$ cat src/rtl/twisted_ring_counter_pkg.sv
// trc_pkg: shared mode/direction encodings and reset pattern for the twisted ring counter
package trc_pkg;
  localparam logic MODE_JOHNSON = 1'b0;
  localparam logic MODE_RING = 1'b1;
  localparam logic DIR_FWD = 1'b0;
  localparam logic DIR_REV = 1'b1;
  function automatic logic [31:0] trc_reset_pattern(input int width);
    return 32'(1) << (width - 1);
  endfunction
endpackage

$ cat src/rtl/twisted_ring_counter_if.sv
// twisted_ring_counter_if: control inputs and counter outputs of the twisted ring counter
interface twisted_ring_counter_if #(
  parameter int WIDTH = 5,
  localparam int PHASE_W = $clog2(2 * WIDTH)
);
  logic en;
  logic mode;
  logic dir;
  logic load;
  logic [WIDTH-1:0] load_val;
  logic [WIDTH-1:0] q;
  logic [PHASE_W-1:0] phase;
  logic wrap;
  logic illegal;
  modport master (output en, mode, dir, load, load_val, input q, phase, wrap, illegal);
  modport slave (input en, mode, dir, load, load_val, output q, phase, wrap, illegal);
endinterface

$ cat src/rtl/twisted_ring_counter_decode.sv
// trc_decode: legality check and phase index of a counter value for the selected mode
module trc_decode
  import trc_pkg::*;
#(
  parameter int WIDTH = 5,
  localparam int PHASE_W = $clog2(2 * WIDTH)
) (
  input  logic [WIDTH-1:0] q,
  input  logic mode,
  output logic legal,
  output logic [PHASE_W-1:0] phase
);
  logic [WIDTH-2:0] t;
  logic [PHASE_W-1:0] ones;
  logic [PHASE_W-1:0] idx;
  logic [PHASE_W-1:0] j_phase;
  logic j_legal;
  logic r_legal;
  // Johnson is legal with at most one adjacent-bit transition; ring needs exactly one set bit
  always_comb begin
    ones = '0;
    idx = '0;
    for (int i = 0; i < WIDTH; i++) begin
      ones = ones + PHASE_W'(q[i]);
      idx = q[i] ? PHASE_W'(WIDTH - 1 - i) : idx;
    end
    t = q[WIDTH-1:1] ^ q[WIDTH-2:0];
    j_legal = (t & (t - (WIDTH-1)'(1))) == '0;
    r_legal = (q != '0) && ((q & (q - WIDTH'(1))) == '0);
    legal = (mode == MODE_RING) ? r_legal : j_legal;
    j_phase = q[WIDTH-1] ? ones - PHASE_W'(1) : PHASE_W'(2 * WIDTH - 1) - ones;
    phase = !legal ? '0 : (mode == MODE_RING) ? idx : j_phase;
  end
endmodule

$ cat src/rtl/twisted_ring_counter.sv
// twisted_ring_counter: Johnson/ring sequence counter with load, direction, wrap and self-correction
module twisted_ring_counter
  import trc_pkg::*;
#(
  parameter int WIDTH = 5,
  localparam int PHASE_W = $clog2(2 * WIDTH)
) (
  input logic clk,
  input logic reset,
  twisted_ring_counter_if.slave bus
);
  localparam logic [WIDTH-1:0] RST_PAT = WIDTH'(trc_reset_pattern(WIDTH));
  logic [WIDTH-1:0] q;
  logic [WIDTH-1:0] q_nxt;
  logic [WIDTH-1:0] shifted;
  logic [PHASE_W-1:0] phase;
  logic [PHASE_W-1:0] last;
  logic legal;
  logic step;
  logic wrap;
  logic wrap_nxt;
  logic illegal;
  logic ill_nxt;
  trc_decode #(.WIDTH(WIDTH)) u_dec (
    .q(q),
    .mode(bus.mode),
    .legal(legal),
    .phase(phase)
  );
  // next state: load wins over stepping; an illegal value is replaced by the reset pattern on a step
  always_comb begin
    step = bus.en && !bus.load;
    last = (bus.mode == MODE_RING) ? PHASE_W'(WIDTH - 1) : PHASE_W'(2 * WIDTH - 1);
    shifted = (bus.mode == MODE_RING)
      ? ((bus.dir == DIR_FWD) ? {q[0], q[WIDTH-1:1]} : {q[WIDTH-2:0], q[WIDTH-1]})
      : ((bus.dir == DIR_FWD) ? {~q[0], q[WIDTH-1:1]} : {q[WIDTH-2:0], ~q[WIDTH-1]});
    q_nxt = bus.load ? bus.load_val : !step ? q : legal ? shifted : RST_PAT;
    wrap_nxt = step && legal && ((bus.dir == DIR_FWD) ? (phase == last) : (phase == '0));
    ill_nxt = step && !legal;
  end
  // state register with synchronous active-low reset
  always_ff @(posedge clk) begin
    if (!reset) begin
      q <= RST_PAT;
      wrap <= 1'b0;
      illegal <= 1'b0;
    end else begin
      q <= q_nxt;
      wrap <= wrap_nxt;
      illegal <= ill_nxt;
    end
  end
  assign bus.q = q;
  assign bus.phase = phase;
  assign bus.wrap = wrap;
  assign bus.illegal = illegal;
endmodule

$ cat src/flat_wrapper.sv
// flat-port wrapper written by rule: the top's interface ports become plain ports
module twisted_ring_counter_flat import trc_pkg::*;
#(
  parameter int WIDTH = 5,
  localparam int PHASE_W = $clog2(2 * WIDTH)
)
  (clk, reset, bus_en, bus_mode, bus_dir, bus_load, bus_load_val, bus_q, bus_phase, bus_wrap, bus_illegal);
  twisted_ring_counter_if #(.WIDTH(WIDTH)) bus_i ();
  input logic clk;
  input logic reset;
  input wire logic [$bits(bus_i.en)-1:0] bus_en;
  input wire logic [$bits(bus_i.mode)-1:0] bus_mode;
  input wire logic [$bits(bus_i.dir)-1:0] bus_dir;
  input wire logic [$bits(bus_i.load)-1:0] bus_load;
  input wire logic [$bits(bus_i.load_val)-1:0] bus_load_val;
  output wire logic [$bits(bus_i.q)-1:0] bus_q;
  output wire logic [$bits(bus_i.phase)-1:0] bus_phase;
  output wire logic [$bits(bus_i.wrap)-1:0] bus_wrap;
  output wire logic [$bits(bus_i.illegal)-1:0] bus_illegal;
  assign bus_i.en = bus_en;
  assign bus_i.mode = bus_mode;
  assign bus_i.dir = bus_dir;
  assign bus_i.load = bus_load;
  assign bus_i.load_val = bus_load_val;
  assign bus_q = bus_i.q;
  assign bus_phase = bus_i.phase;
  assign bus_wrap = bus_i.wrap;
  assign bus_illegal = bus_i.illegal;
  twisted_ring_counter #(.WIDTH(WIDTH)) u_core (.clk(clk), .reset(reset), .bus(bus_i));
endmodule
$ cat config.mk
export PLATFORM = sky130hd
export DESIGN_NAME = twisted_ring_counter_flat
export DESIGN_NICKNAME = d
export VERILOG_FILES = /design/src/rtl/twisted_ring_counter_pkg.sv /design/src/rtl/twisted_ring_counter_if.sv /design/src/rtl/twisted_ring_counter_decode.sv /design/src/rtl/twisted_ring_counter.sv /design/src/flat_wrapper.sv
export SDC_FILE = /design/constraint.sdc
export NUM_CORES = 1
export LEC_CHECK = 0
export ABC_AREA = 1
export BUFFER_PORTS_ARGS = -buffer_cell sky130_fd_sc_hd__buf_4
export CORE_MARGIN = 1.5
export CORE_UTILIZATION = 47
export DETAILED_ROUTE_END_ITERATION = 10
export HOLD_SLACK_MARGIN = 0.05
export PLACE_DENSITY = 0.74
export SYNTH_ARGS = -nofsm -noshare
export SYNTH_HDL_FRONTEND = slang
export SYNTH_SLANG_ARGS = --single-unit
export TNS_END_PERCENT = 30
$ cat constraint.sdc
create_clock -name clk -period 3.04 [get_ports clk]
set_input_delay 0.608 -clock clk [delete_from_list [all_inputs] [get_ports clk]]
set_output_delay 0.608 -clock clk [all_outputs]
set_load 0.005 [all_outputs]
==> metrics.md <==
| Metric | Value |
|---|---|
| Outcome | finished, violations left |
| Failing checks | setup timing |
| FILL cells | 154 |
| Slew Limit Fails | 0 |
| Sequential area share after synthesis | 15.7% |
| Yosys cell types | 25 |
| Via/cell ratio | 5.28 |
| Final Skew | 0.000811 ns |
| Largest stage delay, worst path | 0.49 ns |
| Worst slew margin | 79.8% |
| Total GRT Usage | 26.7% |
| Area grow syn2layout | 42.9% |
| Fmax | 0.314 GHz |
| Most common cell in the netlist | nand2_1 |
| Latest clock arrival within the worst-skew pair | 0.26 ns |
| DR vias | 1051 |
| GR Overflow Total | 0 |
| Design area | 1280 um^2 |
| CTS tree | done |
| Synth async-reset ratio | 0% |
| Die Y | 46.6 um |
| Predominant post-synthesis flop cell | dfxtp_1 |
| Category of the most critical setup path | reg2out |
| Routed wire length | 2.76 mm |
| Vias in the first global route | 921 |
| Die Wd | 46.6 um |
| Syn nets | 160 |
| Layout cell share with drive strength beyond 1 | 41.4% |
| HP Class | in2reg |
| Top cell type's share of synthesized area | 15.7% |
| Ant diodes | 0 |
| Register Area | 143 um^2 |
| Number of synthesized flops with an enable pin | 0 |
| Post-route setup TNS | -0.288 ns |
| Fin nets | 199 |
| Post-Place Cell Area | 1110 um^2 |
| Routed len/inst | 13.8 um |
| Critical Path Sink Type | output port |
| Leading area contributor after synthesis | dfxtp_1 |
| Syn Area/Cell | 6.58 um^2 |
| RSZ-0062 raised after global routing | true |
| Worst Path Required | 2.43 ns |
| Core Box Area | 1760 um^2 |
| Setup violators final | 3 |
| TritonCTS Buffers | 3 |
| Pre-CTS WS | 0.0389 ns |
| Synth Instances | 136 |
| CTS Buffer Depth | 2 |
| I/O pins | 22 |
| Crit path launch type | flop |
| Peak supply drop | 0.000260 V |
| Pleak | 0.647 nW |
| Synthesized area | 895 um^2 |
| Final hold viol count | 0 |
| Slew of the pin with the lowest slew margin | 0.301 ns |
| Initial DRC count | 35 |
| Synth warnings | 0 |
| Max-cap violations | 0 |
| Slowest-stage cell, CP | fa_1 |
| Setup ws final | -0.147 ns |
| H-tree Lvls | 1 |
| Clk sink count | 7 |
| Worst-path clk slew | 0.06 ns |
| Port Buffers | 21 |
| Global-route wire length before repair | 4.04 mm |
| Detail Placement HPWL | 1.79 mm |
| Initial antenna violation count | 0 |
| Synth cell count leaders | nand2_1, inv_1, a21oi_1, ha_1, nor2_1 |
| Minimum clock period after layout | 3.19 ns |
| Area occupied by multi-input gates | 692 um^2 |
| Yosys reg bits | 7 |
| Initial Utilization | 50.7% |
| RePlAce Congestion | 0.820 |
| Crit path DAT | 2.58 ns |
| Die area | 2170 um^2 |
| Crit share post-route | 105% |
| Power per cell area | 410 nW/um^2 |
| First drt pass iteration count | 4 |
| Largest net degree at the start of global routing | 12 |
| Placed insts | 186 |
| Final Util | 72.5% |
| Root Driver | clkbuf_4 |
| Non-Filler Instances | 199 |
| Post-route antenna net violation count | 0 |
| DRC | 0 |
| Critical path peak fanout | 3 |
| Top post-synthesis cells by area | dfxtp_1, ha_1, nand2_1, inv_1, a21oi_1 |
| Row cnt | 15 |
| Crit-path cells | inv_2 -> fa_1 -> fa_2 -> ha_4 -> inv_4 -> ha_4 -> inv_2 -> nand2_2 -> nand3_2 -> nand2_2 -> nand2_4 -> nand2_2 -> inv_2 -> buf_6 |
[critical path: cells and delay by family (launching register included)]
kind,cells,cell delay [ns]
adder cells (fa/ha/maj),4,1.31
AND/OR/NAND/NOR,5,0.40
flip-flops,1,0.33
buffers and inverters,5,0.28
[where the power goes]
| part | switching (mW) | total, mW | internal [mW] |
|---|---|---|---|
| Sequential | 0.00340 | 0.101 | 0.0981 |
| Combinational | 0.172 | 0.332 | 0.160 |
| Clock | 0.0405 | 0.0910 | 0.0505 |
| Total | 0.216 | 0.525 | 0.309 |
[sequential cells by signal, indices dropped and copies added (netlist names)]
name	flops
u_core.bus.q	5
u_core.bus.illegal	1
u_core.bus.wrap	1
[final timing paths]
kind	from	endpoint	slack (ns)	cells past startpoint
worst max-delay path	u_core.bus.q[1]	bus_phase[2]	-0.15	14
worst min-delay path	bus_load_val[3]	u_core.bus.q[3]	0.66	3
worst max register to register	u_core.bus.q[1]	u_core.bus.wrap	-0.04	18
worst min register to register	u_core.bus.q[2]	u_core.bus.q[2]	0.69	3
[area by class of cell]
cell class / count / share of cell area [%]
Tap cell: 25 / 2.45
Clock buffer: 4 / 2.05
Inverter: 22 / 7.04
Sequential cell: 7 / 11.2
Multi-Input combinational cell: 102 / 54.1
Timing Repair Buffer: 39 / 23.2
[cell families (layout without fill, tap and decap cells)]
group | Yosys count | count (layout) | share of synthesized area [%]
AO/OA/AOI/OAI | 28 | 28 | 18.6
adder cells (fa/ha/maj) | 13 | 13 | 19.9
buffers and inverters | 27 | 65 | 14.4
flip-flops | 7 | 7 | 15.7
AND/OR/NAND/NOR | 61 | 61 | 31.5
[what timing repair did]
item	CTS	global route
hold buffers	0	0
pin swaps	6	7
gates cloned	0	0
resized for setup	16	6
buffers inserted	8	1
setup endpoints to repair	2	3
[cells in the final DEF (no fill, tap or decap), drive strengths merged]
cell and n:
nand4 1, dfxtp 7, o21ai 6, a21boi 1, nand3 8, o211ai 2, buf 39, o22ai 1
clkbuf 4, inv 22, fa 2, nor2 12, a21oi 13, a31o 1, ha 11, nor3 1
a22oi 4, nand2 38, nand3b 1
[metal layers]
metal | vias up | GRT usage, % | share of wire [%]
li1 | 514 | - | -
met1 | 495 | 32.6 | 42
met2 | 36 | 43.3 | 52
met3 | 6 | 9.02 | 4.5
met4 | 0 | 9.44 | 1.9
met5 | - | 0 | 0
[per-stage QoR]
| step | total power, mW | hold slack (ns) |
|---|---|---|
| 2_1_floorplan | 0.257 | 0.604 |
| 3_3_place_gp | 0.320 | 0.660 |
| 3_5_place_dp | 0.328 | 0.694 |
| 4_1_cts | 0.485 | 0.651 |
| 5_1_grt | 0.560 | 0.651 |
| 6_report | 0.525 | 0.656 |
Note: power is estimated with default switching activity, not from simulation.
